## config.mk

```make
export PLATFORM = sky130hd
export DESIGN_NAME = three_level_modulator
export DESIGN_NICKNAME = d
export VERILOG_FILES = /design/src/rtl/three_level_pkg.sv /design/src/rtl/deadtime_leg.sv /design/src/rtl/three_level_modulator.sv
export SDC_FILE = /design/constraint.sdc
export NUM_CORES = 1
export LEC_CHECK = 0
export ABC_AREA = 1
export CAP_MARGIN = 30
export CORE_AREA = 5 5 120 150
export CTS_CLUSTER_SIZE = 14
export DETAILED_ROUTE_END_ITERATION = 8
export DIE_AREA = 0 0 125 155
export PLACE_DENSITY = 0.72
export SYNTH_ARGS = -nofsm -noshare
export SYNTH_HDL_FRONTEND = slang
export SYNTH_SLANG_ARGS = --single-unit
```

## constraint.sdc

```tcl
create_clock -name i_CLK -period 12.47 [get_ports i_CLK]
set_input_delay 1.247 -clock i_CLK [delete_from_list [all_inputs] [get_ports i_CLK]]
set_output_delay 1.247 -clock i_CLK [all_outputs]
set_load 0.01 [all_outputs]
```

## src/rtl/three_level_pkg.sv

```systemverilog
// Shared state encoding, per-state gate patterns and sigma levels for the three-level modulator.
// Latency: none (types, constants and pure helper functions only).
// Backpressure: none.
package three_level_pkg;

  typedef enum logic [2:0] {
    IDLE   = 3'd0,
    POS    = 3'd1,
    ZERO_A = 3'd2,
    NEG    = 3'd3,
    ZERO_B = 3'd4
  } state_t;

  // Target gate patterns, bit order [M3 M2 M1 M0]
  localparam logic [3:0] PAT_IDLE = 4'b0000;
  localparam logic [3:0] PAT_POS  = 4'b1001;  // M0 + M3
  localparam logic [3:0] PAT_ZERO = 4'b0011;  // M0 + M1
  localparam logic [3:0] PAT_NEG  = 4'b0110;  // M1 + M2

  // Two-bit signed levels, sign-extended to the output width at the top
  localparam logic [1:0] SIG_ZERO = 2'b00;
  localparam logic [1:0] SIG_POS  = 2'b01;
  localparam logic [1:0] SIG_NEG  = 2'b11;

  function automatic logic [3:0] state_pattern(input state_t s);
    case (s)
      POS:            return PAT_POS;
      ZERO_A, ZERO_B: return PAT_ZERO;
      NEG:            return PAT_NEG;
      default:        return PAT_IDLE;
    endcase
  endfunction

  function automatic logic [1:0] state_sigma(input state_t s);
    case (s)
      POS:     return SIG_POS;
      NEG:     return SIG_NEG;
      default: return SIG_ZERO;
    endcase
  endfunction

endpackage

```

## src/rtl/deadtime_leg.sv

```systemverilog
// One half-bridge leg: gates the requested high/low switch with a dead-time delay after each target change.
// Latency: outgoing switch drops in the cycle after the request changes; incoming switch rises dead_time cycles later.
// Backpressure: none; requests are followed every cycle, an unchanged target never drops its switch.
module deadtime_leg #(
  parameter int DT_W = 8
) (
  input  logic            clk,
  input  logic            rst_n,
  input  logic            req_hi,
  input  logic            req_lo,
  input  logic [DT_W-1:0] dead_time,
  output logic            gate_hi,
  output logic            gate_lo
);

  logic [1:0]      req_q;
  logic [DT_W-1:0] elapsed;
  logic [DT_W-1:0] elapsed_n;
  logic            changed;
  logic            dt_done;

  assign changed = ({req_hi, req_lo} != req_q);

  // Cycles since the target last changed; restarts on a change, saturates so long segments never wrap
  always_comb begin
    elapsed_n = elapsed;
    if (changed) begin
      elapsed_n = '0;
    end else if (elapsed != '1) begin
      elapsed_n = elapsed + 1'b1;
    end
  end

  assign dt_done = (elapsed_n >= dead_time);

  // Gate register: a switch already on with an unchanged target stays on even if the dead time grew
  always_ff @(posedge clk) begin
    if (!rst_n) begin
      req_q   <= 2'b00;
      elapsed <= '0;
      gate_hi <= 1'b0;
      gate_lo <= 1'b0;
    end else begin
      req_q   <= {req_hi, req_lo};
      elapsed <= elapsed_n;
      gate_hi <= req_hi && ((gate_hi && !changed) || dt_done);
      gate_lo <= req_lo && ((gate_lo && !changed) || dt_done);
    end
  end

endmodule

```

## src/rtl/three_level_modulator.sv

```systemverilog
// Three-level full-bridge gate command generator (+1/0/-1/0) with programmable timing and per-leg dead time.
// Latency: i_EN sampled high in IDLE gives POS/o_sigma=+1 next cycle; gates follow after the latched dead time.
// Backpressure: none; i_EN low only takes effect at the end of a full period. Optional o_SYNC via THREE_LEVEL_SYNC_EN.
module three_level_modulator
  import three_level_pkg::*;
#(
  parameter int CNT_W   = 16,
  parameter int DT_W    = 8,
  parameter int SIGMA_W = 32
) (
  input  logic               i_CLK,
  input  logic               i_RST_n,
  input  logic               i_EN,
  input  logic [CNT_W-1:0]   i_HALF_PERIOD,
  input  logic [CNT_W-1:0]   i_ZERO_TIME,
  input  logic [DT_W-1:0]    i_DEAD_TIME,
  output logic [3:0]         o_MOSFET,
  output logic [SIGMA_W-1:0] o_sigma,
`ifdef THREE_LEVEL_SYNC_EN
  output logic               o_SYNC,
`endif
  output logic               o_BUSY
);

  state_t           state;
  state_t           state_n;
  logic [CNT_W-1:0] seg_cnt;
  logic [CNT_W-1:0] seg_cnt_n;
  logic [CNT_W-1:0] pos_q;      // latched POS/NEG length
  logic [CNT_W-1:0] pos_n;
  logic [CNT_W-1:0] zero_q;     // latched ZERO_A/ZERO_B length
  logic [CNT_W-1:0] zero_n;
  logic [DT_W-1:0]  dt_q;
  logic [DT_W-1:0]  dt_n;
  logic             enter_pos;
  logic             period_end;
  logic [CNT_W-1:0] half_in;
  logic [CNT_W-1:0] zero_in;
  logic [CNT_W-1:0] pos_in;
  logic [3:0]       pat_n;
  logic [1:0]       sig_n;
  logic             a_hi;
  logic             a_lo;
  logic             b_hi;
  logic             b_lo;

  // Clamped timing taken from the inputs; only used at the moment POS is entered
  assign half_in = (i_HALF_PERIOD < CNT_W'(2)) ? CNT_W'(2) : i_HALF_PERIOD;
  assign zero_in = (i_ZERO_TIME >= half_in) ? (half_in - 1'b1) : i_ZERO_TIME;
  assign pos_in  = half_in - zero_in;

  // Next-state decode; seg_cnt holds the cycles left in the current segment minus one
  always_comb begin
    state_n    = state;
    seg_cnt_n  = seg_cnt;
    pos_n      = pos_q;
    zero_n     = zero_q;
    dt_n       = dt_q;
    enter_pos  = 1'b0;
    period_end = 1'b0;
    case (state)
      IDLE: enter_pos = i_EN;
      POS: begin
        if (seg_cnt != '0) begin
          seg_cnt_n = seg_cnt - 1'b1;
        end else if (zero_q == '0) begin
          state_n   = NEG;
          seg_cnt_n = pos_q - 1'b1;
        end else begin
          state_n   = ZERO_A;
          seg_cnt_n = zero_q - 1'b1;
        end
      end
      ZERO_A: begin
        if (seg_cnt != '0) begin
          seg_cnt_n = seg_cnt - 1'b1;
        end else begin
          state_n   = NEG;
          seg_cnt_n = pos_q - 1'b1;
        end
      end
      NEG: begin
        if (seg_cnt != '0) begin
          seg_cnt_n = seg_cnt - 1'b1;
        end else if (zero_q == '0) begin
          period_end = 1'b1;
        end else begin
          state_n   = ZERO_B;
          seg_cnt_n = zero_q - 1'b1;
        end
      end
      ZERO_B: begin
        if (seg_cnt != '0) begin
          seg_cnt_n = seg_cnt - 1'b1;
        end else begin
          period_end = 1'b1;
        end
      end
      default: state_n = IDLE;
    endcase
    if (period_end) begin
      if (i_EN) begin
        enter_pos = 1'b1;
      end else begin
        state_n   = IDLE;
        seg_cnt_n = '0;
      end
    end
    if (enter_pos) begin
      state_n   = POS;
      seg_cnt_n = pos_in - 1'b1;
      pos_n     = pos_in;
      zero_n    = zero_in;
      dt_n      = i_DEAD_TIME;
    end
  end

  assign pat_n = state_pattern(state_n);
  assign sig_n = state_sigma(state_n);

  // FSM, latched timing and registered sigma/busy outputs
  always_ff @(posedge i_CLK) begin
    if (!i_RST_n) begin
      state   <= IDLE;
      seg_cnt <= '0;
      pos_q   <= '0;
      zero_q  <= '0;
      dt_q    <= '0;
      o_sigma <= '0;
      o_BUSY  <= 1'b0;
    end else begin
      state   <= state_n;
      seg_cnt <= seg_cnt_n;
      pos_q   <= pos_n;
      zero_q  <= zero_n;
      dt_q    <= dt_n;
      o_sigma <= {{(SIGMA_W-2){sig_n[1]}}, sig_n};
      o_BUSY  <= (state_n != IDLE);
    end
  end

`ifdef THREE_LEVEL_SYNC_EN
  // One-cycle marker in the first cycle of every POS entry
  always_ff @(posedge i_CLK) begin
    if (!i_RST_n) begin
      o_SYNC <= 1'b0;
    end else begin
      o_SYNC <= enter_pos;
    end
  end
`endif

  // Leg A drives M0 (high) / M2 (low); leg B drives M1 (high) / M3 (low)
  deadtime_leg #(.DT_W(DT_W)) u_leg_a (
    .clk       (i_CLK),
    .rst_n     (i_RST_n),
    .req_hi    (pat_n[0]),
    .req_lo    (pat_n[2]),
    .dead_time (dt_n),
    .gate_hi   (a_hi),
    .gate_lo   (a_lo)
  );

  deadtime_leg #(.DT_W(DT_W)) u_leg_b (
    .clk       (i_CLK),
    .rst_n     (i_RST_n),
    .req_hi    (pat_n[1]),
    .req_lo    (pat_n[3]),
    .dead_time (dt_n),
    .gate_hi   (b_hi),
    .gate_lo   (b_lo)
  );

  assign o_MOSFET = {b_lo, a_lo, b_hi, a_hi};

endmodule
```

==> out/metrics.yaml <==
floorplanning:
  coreArea_um2: 16500
  start_util_pct: 46.6
  fp.dieW_um: 125
  dieArea_um2: 19400
  io_pins: 80
  die_y_um: 155
  num_rows: 53
worst_setup_path:
  startpoint_type: "input port"
  critPathCaptureType: "flip-flop"
  rr_startpoint: "seg_cnt[0]"
  ff2ff_setup_slack_ns: 7.29
  cp_top_family: "simple AND/OR/NAND/NOR gates"
  rr_worst_depth: 27
  critical_path.max_fanout: 27
  crit_top_cell: "nand2_1"
  cp.arrival_ns: 6.45
  critPathMaxStageDelay_ns: 0.49
  crit_slowest_cell: "clkdlybuf4s50_1"
  critPathBufInv: 6
  r2r-end: "u_leg_b.gate_lo"
  path_class: "input port to flip-flop"
  crit_required_ns: 12.68
routing:
  vias: 7507
  antenna_left: 0
  wl_per_cell_um: 13.5
  firstDrtPassIters: 6
  drc: 0
  routed_wl_um: 19400
  drtIter0Drc: 456
  routed_via_density: 5.24
cts:
  ctsResizeCount: 0
  cts_tree: "yes"
  cts_num_sinks: 85
  cts_setup_buffers: 0
  hold_buffers: 0
  path_clk_slew_ns: 0.07
  cts_inserted_buffers: 9
  cts_max_path_buffers: 2
  insertion_delay_ns: 0.35
  cts_root_buffer: "clkbuf_16"
  htreeDepth: 3
power_and_ir_drop:
  ir_worst_vdd_mv: 0.0673
  power.density_nw_per_um2: 119
  finalPower_mw: 1.03
  p_leak_nw: 3.98
logic_synthesis:
  synth_cell_types: 58
  synth_edf_count: 0
  yosys_warnings: 0
  syn_nets: 1283
  ys_ff_latch: 85
  synthFlopType: "dfxtp_1"
  ys_seq_area_share_pct: 22.1
  async_flop_share_pct: 0
  synth_area_per_cell_um2: 6.48
  synth.cell_area_um2: 7690
  synth_cells: 1188
global_routing:
  grt_pass1_wl_um: 32200
  gr-usage-all-layers_pct: 19.7
  grt_max_degree: 66
  grt_overflow: 0
  grt_antenna_before_repair: 0
  grt_pass1_vias: 7008
run_status:
  outcome: "finished clean"
final_layout:
  final_nets: 1304
  drive_above_1_share_pct: 5.68
  synthToLayoutAreaGrowth_pct: 12.6
  antenna_cells: 0
  stdcell_count: 1434
sta:
  fin_crit_sh_pct: 50.0
  max_clock_freq_ghz: 0.160
  relSlewSlack_pct: 42.6
  worst_pin_slew_ns: 0.860
  slew_viol_final: 0
  rsz0062_at_grt: "false"
  final.setup.tns_ns: 0
  fin_skew_ns: 0.0112
  timing.final.crit_period_ns: 6.24
  setup_viol: 0
  hold_viol_final: 0
place:
  gp_congestion: 0.918
  portBuffers: 79
  dp_cells: 1418
  hpwl_um: 15400
worst_hold_path:
  min-delay-start: "u_leg_a.gate_hi"
  hold_path_depth: 2
  hold_end: "u_leg_a.gate_hi"
  hold_class: "flip-flop to flip-flop"
run:
  drv_cap: 0
==> worst min-delay path, cell delays in order, from the launching register on <==
cell     delay, ns
dfxtp_1       0.31
nand3_1       0.07
a21oi_1       0.05
==> power breakdown <==
part	internal (mW)	switching, mW
Clock	0.142	0.128
Sequential	0.296	0.0255
Combinational	0.163	0.280
==> per-stage QoR <==
stage / hold WS (ns) / instance area, µm² / utilization [%] / setup slack (ns)
6_report: 0.480 / 8670 / 52.5 / 6.23
3_5_place_dp: 0.475 / 8360 / 50.7 / 5.88
4_1_cts: 0.485 / 8670 / 52.5 / 6.23
2_1_floorplan: 0.448 / 7690 / - / 7.12
3_3_place_gp: 0.467 / 8360 / 50.7 / 6.05
5_1_grt: 0.504 / 8670 / 52.5 / 5.54
==> synth_stat cells, types with 2 or more instances <==
cell	count	share of area (%)
nand3_1	68	4.4
xor2_2	2	0.42
buf_1	3	0.15
nand2_1	220	11
nand2_2	9	0.73
a31oi_1	7	0.57
nand3b_1	2	0.20
nor4_1	4	0.33
or2_2	4	0.33
mux2i_1	9	1.2
buf_2	2	0.13
nor2_2	5	0.41
buf_4	35	3.4
o211ai_1	22	2.1
o221ai_1	12	1.4
a21boi_0	9	0.88
ha_1	51	8.3
dfxtp_1	85	22
inv_1	162	7.9
inv_2	5	0.24
xnor2_1	12	1.4
o22ai_2	2	0.33
buf_6	3	0.44
nand2_4	3	0.44
o22ai_1	7	0.57
xor2_1	37	4.2
nand4_1	17	1.4
a41oi_1	2	0.23
nor2_1	150	7.3
o21ai_0	72	4.7
a21oi_1	69	4.5
clkbuf_1	31	1.5
nor3_2	6	0.78
nor3_1	29	1.9
a21o_1	5	0.49
o21a_1	4	0.39
xnor2_4	2	0.72
==> logic make-up after synthesis <==
| logic type | count (synthesis) | share of synthesized area [%] |
|---|---|---|
| muxes | 9 | 1.17 |
| adders and majority gates | 52 | 8.55 |
| AOI/OAI and AO/OA | 222 | 17.6 |
| xor gates and xnor gates | 53 | 6.72 |
| DFF | 85 | 22.1 |
| buffers and inverters | 243 | 13.9 |
| and+or+nand+nor | 524 | 29.9 |
==> per-layer routing <==
metal,GRT usage (%),wire [µm],up-vias,share of wire (%)
met2,37.3,9810,218,51
met1,22.0,7970,3335,41
met4,7.95,626,0,3.2
li1,-,-,3912,-
met5,0,0,-,0
met3,2.68,979,42,5.1
==> worst max path at each step <==
stage | start | to | slack [ns] | depth (start not counted)
floorplan | i_HALF_PERIOD[8] | seg_cnt[13] | 7.12 | 33
global placement | i_HALF_PERIOD[12] | seg_cnt[13] | 6.05 | 33
detailed placement | i_HALF_PERIOD[12] | seg_cnt[13] | 5.88 | 33
CTS | i_HALF_PERIOD[12] | seg_cnt[13] | 6.23 | 33
global route | i_HALF_PERIOD[12] | seg_cnt[13] | 5.54 | 34
finish | i_HALF_PERIOD[8] | seg_cnt[13] | 6.23 | 33
==> area by class of cell <==
type	instances	area, µm²
Clock inverter	7	76.3
Clock buffer	9	225
Sequential cell	85	1700
Tap cell	220	275
Multi-Input combinational cell	860	4920
Fill cell	1675	7850
Timing Repair Buffer	84	828
Inverter	169	638
==> state kept, by name (all words and copies together) (netlist names) <==
| register | flops |
|---|---|
| u_leg_b.req_q | 2 |
| u_leg_a.gate_lo | 1 |
| u_leg_a.gate_hi | 1 |
| zero_q | 16 |
| state | 3 |
| u_leg_b.gate_hi | 1 |
| u_leg_b.elapsed | 8 |
| u_leg_a.req_q | 1 |
| seg_cnt | 16 |
| pos_q | 16 |
| u_leg_b.gate_lo | 1 |
| u_leg_a.elapsed | 8 |
| o_BUSY | 1 |
| dt_q | 8 |
| o_sigma | 2 |
==> placed cells by master, fill, tap and decap left out, drive strengths merged, types with 39 or more instances in the layout <==
cell / Yosys / routed
nand3: 69 / 69
o21ai: 74 / 74
nand2: 232 / 232
clkdlybuf4s50: 0 / 79
inv: 168 / 170
ha: 51 / 51
xor2: 39 / 39
a21oi: 70 / 70
dfxtp: 85 / 85
nor2: 156 / 156
Note: power is estimated with default switching activity, not from simulation.
